$ cat config.mk
export PLATFORM = sky130hd
export DESIGN_NAME = event_interval_meter
export DESIGN_NICKNAME = d
export VERILOG_FILES = /design/src/rtl/event_meter_pkg.sv /design/src/rtl/sync_edge_detect.sv /design/src/rtl/event_interval_meter.sv
export SDC_FILE = /design/constraint.sdc
export NUM_CORES = 1
export LEC_CHECK = 0
export ABC_AREA = 1
export ABC_CLOCK_PERIOD_IN_PS = 17000
export CAP_MARGIN = 5
export CORE_ASPECT_RATIO = 0.6
export CORE_MARGIN = 2
export CORE_UTILIZATION = 60
export DETAILED_ROUTE_END_ITERATION = 7
export GPL_TIMING_DRIVEN = 0
export PLACE_DENSITY = 0.8
export SLEW_MARGIN = 20
export SYNTH_ARGS = -nofsm -noshare
export SYNTH_HDL_FRONTEND = slang
export SYNTH_SLANG_ARGS = --single-unit
$ cat constraint.sdc
create_clock -name clk -period 17 [get_ports clk]
set_clock_uncertainty 0.1 [all_clocks]
set_input_delay 3.4 -clock clk [delete_from_list [all_inputs] [get_ports clk]]
set_output_delay 3.4 -clock clk [all_outputs]
set_load 0.02 [all_outputs]
$ cat src/rtl/event_meter_pkg.sv
// Purpose: shared FSM state encoding and counter constants for event_interval_meter.
// Latency: n/a (type and constant definitions only).
// Backpressure: n/a.
package event_meter_pkg;

  typedef enum logic [1:0] {
    ST_IDLE    = 2'd0,
    ST_ARM     = 2'd1,
    ST_MEASURE = 2'd2
  } state_e;

  // Widest counter supported; instances slice the low WIDTH bits.
  localparam int unsigned CNT_MAX_WIDTH = 64;
  localparam logic [CNT_MAX_WIDTH-1:0] CNT_ALL_ONES = '1;

endpackage

$ cat src/rtl/sync_edge_detect.sv
// Purpose: multi-flop synchroniser for an asynchronous strobe plus registered rising-edge detector.
// Latency: edge_pulse asserts SYNC_STAGES+1 cycles after async_in rises; one cycle wide.
// Backpressure: none; the source must hold each level for at least 2 clk cycles.
//
// Ports: clk, reset (sync, active-high), async_in (raw strobe), edge_pulse (one-cycle rising-edge flag).
module sync_edge_detect #(
  parameter int SYNC_STAGES = 2   // must be >= 2
) (
  input  logic clk,
  input  logic reset,
  input  logic async_in,
  output logic edge_pulse
);

  logic [SYNC_STAGES-1:0] sync_chain;
  logic                   sync_d;

  always_ff @(posedge clk) begin
    if (reset) begin
      sync_chain <= '0;
      sync_d     <= 1'b0;
      edge_pulse <= 1'b0;
    end else begin
      sync_chain <= {sync_chain[SYNC_STAGES-2:0], async_in};
      sync_d     <= sync_chain[SYNC_STAGES-1];
      edge_pulse <= sync_chain[SYNC_STAGES-1] & ~sync_d;
    end
  end

endmodule

$ cat src/rtl/event_interval_meter.sv
// Purpose: measures clk cycles between successive rising edges of an async event, with a missing-event timeout.
// Latency: period_valid/timeout are registered pulses; the internal edge lags event_in by SYNC_STAGES+1 cycles.
// Backpressure: none; results are pulses and the last period is held in period_cycles.
//
// Ports:
//   clk, reset (sync, active-high), enable (low forces IDLE), event_in (async strobe)
//   clock_frequency [Hz], timeout_seconds (0 disables timeout)
//   period_cycles (last interval), period_valid (pulse), timeout (pulse),
//   saturated (sticky counter clip), measuring (high in MEASURE)
// WIDTH may be at most 64.
module event_interval_meter
  import event_meter_pkg::*;
#(
  parameter int WIDTH       = 32,
  parameter int SYNC_STAGES = 2
) (
  input  logic             clk,
  input  logic             reset,
  input  logic             enable,
  input  logic             event_in,
  input  logic [WIDTH-1:0] clock_frequency,
  input  logic [WIDTH-1:0] timeout_seconds,
  output logic [WIDTH-1:0] period_cycles,
  output logic             period_valid,
  output logic             timeout,
  output logic             saturated,
  output logic             measuring
);

  localparam logic [WIDTH-1:0] ALL_ONES = CNT_ALL_ONES[WIDTH-1:0];
  localparam logic [WIDTH-1:0] CNT_ONE  = WIDTH'(1);

  state_e           state, state_nxt;
  logic [WIDTH-1:0] counter, counter_nxt;
  logic [WIDTH-1:0] counter_inc;
  logic [WIDTH-1:0] period_nxt;
  logic             valid_nxt, timeout_nxt, sat_nxt;
  logic [WIDTH-1:0] limit;
  logic             edge_det;

  sync_edge_detect #(
    .SYNC_STAGES(SYNC_STAGES)
  ) u_sync_edge (
    .clk       (clk),
    .reset     (reset),
    .async_in  (event_in),
    .edge_pulse(edge_det)
  );

  // Only the low WIDTH bits of the product are used; overflow wraps by design.
  assign limit       = clock_frequency * timeout_seconds;
  assign counter_inc = counter + CNT_ONE;
  assign measuring   = (state == ST_MEASURE);

  always_comb begin
    state_nxt   = state;
    counter_nxt = counter;
    period_nxt  = period_cycles;
    valid_nxt   = 1'b0;
    timeout_nxt = 1'b0;
    sat_nxt     = saturated;

    if (!enable) begin
      state_nxt   = ST_IDLE;
      counter_nxt = '0;
    end else begin
      unique case (state)
        ST_IDLE: begin
          counter_nxt = '0;
          state_nxt   = ST_ARM;
        end
        ST_ARM: begin
          // First edge only starts the interval; nothing to report yet.
          if (edge_det) begin
            counter_nxt = CNT_ONE;
            state_nxt   = ST_MEASURE;
          end
        end
        ST_MEASURE: begin
          // Edge is checked first so it wins over a coincident timeout.
          if (edge_det) begin
            period_nxt  = counter;
            valid_nxt   = 1'b1;
            counter_nxt = CNT_ONE;
          end else if ((limit != '0) && (counter == limit)) begin
            timeout_nxt = 1'b1;
            counter_nxt = '0;
            state_nxt   = ST_ARM;
          end else if (counter != ALL_ONES) begin
            counter_nxt = counter_inc;
            if (counter_inc == ALL_ONES) begin
              sat_nxt = 1'b1;
            end
          end
        end
        default: begin
          state_nxt   = ST_IDLE;
          counter_nxt = '0;
        end
      endcase
    end
  end

  always_ff @(posedge clk) begin
    if (reset) begin
      state         <= ST_IDLE;
      counter       <= '0;
      period_cycles <= '0;
      period_valid  <= 1'b0;
      timeout       <= 1'b0;
      saturated     <= 1'b0;
    end else begin
      state         <= state_nxt;
      counter       <= counter_nxt;
      period_cycles <= period_nxt;
      period_valid  <= valid_nxt;
      timeout       <= timeout_nxt;
      saturated     <= sat_nxt;
    end
  end

endmodule
==> reports/qor.yml <==
place_hpwl_mm: 59.5
coreArea_um2: 33900
cts_buffers: 9
tightest_slew_ns: 1.10
worstSetupEndpoint: "counter[4]$_SDFFE_PP0P_"
post-cts-setup-buffer-count: 0
setup-violations-final: 0
first_iter_violations: 2477
yosys.area.top_type: "sky130_fd_sc_hd__fa_1"
timing.setup.critical_path_class: "primary input to register"
fraction_of_synthesized_cell_area_taken_by_the_top_area_cell_type_pct: 39.3
design.portCount: 104
critical_path.max_fanout: 10
run_status: "finished clean"
syn_avg_cell_area_um2: 7.22
largest_net_degree_at_the_start_of_global_routing: 15
postLayoutCellArea_um2: 22400
share_of_synthesized_area_occupied_by_flip_flops_and_latches_pct: 7.03
antennaDiodeCount: 0
design.final.nets: 3569
regToRegStartpoint: "counter[1]$_SDFFE_PP0P_"
final.min_clock_period_ns: 12.84
grt_use_total_pct: 39.6
yosys_warnings: 0
summed_instance_area_of_the_synthesized_netlist_um2: 20800
detail_route.vias_per_cell: 5.67
layout-drive-gt1-share_pct: 2.09
worstPathRequired_ns: 17.15
timing.critical_path.slowest_cell_delay_ns: 0.66
worstPathArrival_ns: 12.98
cap_viol_max_count: 0
clk_pin_slew_ns: 0.06
ff2ff_setup_slack_ns: 12.64
drt_pre_antenna_iters: 7
leading_cell_type_in_the_layout_fill_and_taps_excluded: "sky130_fd_sc_hd__nand2_1"
critical_path.top_delay_family: "adder cells"
min_path_cells: 1
flow.area_growth_from_synthesis_pct: 7.94
placed_cells: 3413
max_freq_mhz: 77.9
dieArea_um2: 36200
cells_after_synthesis: 2877
min-delay-path-class: "register to register"
final_hold_viol_count: 0
synth_flop_cell: "sky130_fd_sc_hd__dfxtp_1"
critPathBufInv: 8
cts_tree: "done"
layout.cells.most_common_list: "sky130_fd_sc_hd__nand2_1, sky130_fd_sc_hd__inv_1, sky130_fd_sc_hd__fa_1"
drt_wl_total_mm: 68.7
ys_ff_latch: 73
post-route-period-util_pct: 75.5
placed_cell_area_um2: 22100
final_slew_violations: 0
die-width_um: 244
worst_r2r_path_depth: 16
layout_cells_excl_fill: 3429
ctsHoldBuffers: 0
async_sr_flop_fraction_pct: 0
worstSetupEndpointType: "register"
htree_num_levels: 3
drc: 0
fillers: 2982
synth.top_cells.by_area: "sky130_fd_sc_hd__fa_1, sky130_fd_sc_hd__nand2_1, sky130_fd_sc_hd__inv_1"
max-clock-path-buffers: 2
drtAntennaViolNets: 0
syn_nets: 3481
cts.root.buffer_cell: "sky130_fd_sc_hd__clkbuf_16"
worst_setup_sp: "timeout_seconds[2]"
cp-start-kind: "primary input"
grt_setup_unrepaired: "false"
timing.critical_path.slowest_stage_cell: "sky130_fd_sc_hd__clkbuf_1"
r2r-end: "saturated$_SDFFE_PP0P_"
routed_wire_length_per_instance_um: 20.0
numClockSinks: 73
portBuffers: 77
die_h_um: 148
rows: 52
path_depth: 34
grt_antenna_before_repair: 0
initial_standard_cell_utilization_of_the_core_pct: 61.3
gp_congestion: 1.03
grt_remaining_overflow: 0
synth_enable_flop_cells: 0
utilization_pct: 66.2
worst_skew_pair.late_latency_ns: 0.36
yosys.cell_types.count: 43
timing.setup.tns_ns: 0
slew-limit-headroom_pct: 26.5
first_global_vias: 19500
ctsResizeCount: 0
route.vias.total: 19500
grt_first_pass_wirelength_mm: 108
path_common_cell: "sky130_fd_sc_hd__fa_1"
[through the flow]
step	setup slack, ns	hold slack, ns
floorplan	6.49	0.273
global placement	4.34	0.283
detailed placement	4.28	0.288
CTS	4.62	0.301
global route	4.03	0.317
finish	4.16	0.297
[registers in the layout (all words and copies together), names as in the netlist]
register / count
saturated: 1
counter: 32
period_valid: 1
u_sync_edge.sync_chain: 2
timeout: 1
u_sync_edge.edge_pulse: 1
state: 2
u_sync_edge.sync_d: 1
period_cycles: 32
[area by class of cell]
| class | instances | area (um2) | share of cell area [%] |
|---|---|---|---|
| multi-input combinational | 2041 | 16400 | 73.1 |
| inverter | 632 | 2370 | 10.6 |
| sequential | 73 | 1460 | 6.52 |
| timing repair buffer | 77 | 771 | 3.44 |
| tap | 459 | 574 | 2.56 |
| buffer | 131 | 561 | 2.50 |
| clock buffer | 9 | 225 | 1.00 |
| clock inverter | 7 | 78.8 | 0.351 |
[layer usage]
layer	up-vias	GRT usage (%)	share of wire, %
met2	1395	50.0	36
li1	8604	-	-
met3	111	19.3	19
met5	-	0	0
met1	9344	60.1	42
met4	0	8.29	2.0
[worst min path at each step]
stage,from,slack [ns],endpoint
floorplan,u_sync_edge.sync_d$_SDFF_PP0_,0.27,u_sync_edge.edge_pulse$_SDFF_PP0_
global placement,u_sync_edge.sync_d$_SDFF_PP0_,0.28,u_sync_edge.edge_pulse$_SDFF_PP0_
detailed placement,u_sync_edge.sync_d$_SDFF_PP0_,0.29,u_sync_edge.edge_pulse$_SDFF_PP0_
CTS,u_sync_edge.sync_d$_SDFF_PP0_,0.30,u_sync_edge.edge_pulse$_SDFF_PP0_
global route,u_sync_edge.sync_d$_SDFF_PP0_,0.32,u_sync_edge.edge_pulse$_SDFF_PP0_
finish,u_sync_edge.sync_d$_SDFF_PP0_,0.30,u_sync_edge.edge_pulse$_SDFF_PP0_
[synthesized netlist by cell type, types with 20 or more instances]
master / number
sky130_fd_sc_hd__inv_1: 627
sky130_fd_sc_hd__ha_1: 128
sky130_fd_sc_hd__nor3_1: 33
sky130_fd_sc_hd__fa_1: 408
sky130_fd_sc_hd__buf_2: 25
sky130_fd_sc_hd__o21ai_0: 20
sky130_fd_sc_hd__nand4_1: 42
sky130_fd_sc_hd__a21oi_1: 70
sky130_fd_sc_hd__xor2_1: 51
sky130_fd_sc_hd__nor2_1: 174
sky130_fd_sc_hd__clkbuf_1: 87
sky130_fd_sc_hd__nand3_1: 130
sky130_fd_sc_hd__dfxtp_1: 73
sky130_fd_sc_hd__nand2_1: 925
[cells by family (layout without fill, tap and decap cells)]
group,after synthesis,count (layout),share of synthesized area (%)
adders and majority gates,536,536,47.0
buffers and inverters,763,856,14.1
and+or+nand+nor,1336,1336,26.3
AOI/OAI and AO/OA,101,101,2.57
DFF,73,73,7.03
xor gates and xnor gates,68,68,2.97
Power is left out: the tool's default activity adds up to more than one toggle a clock period on the data nets, which glitch-free logic cannot reach.
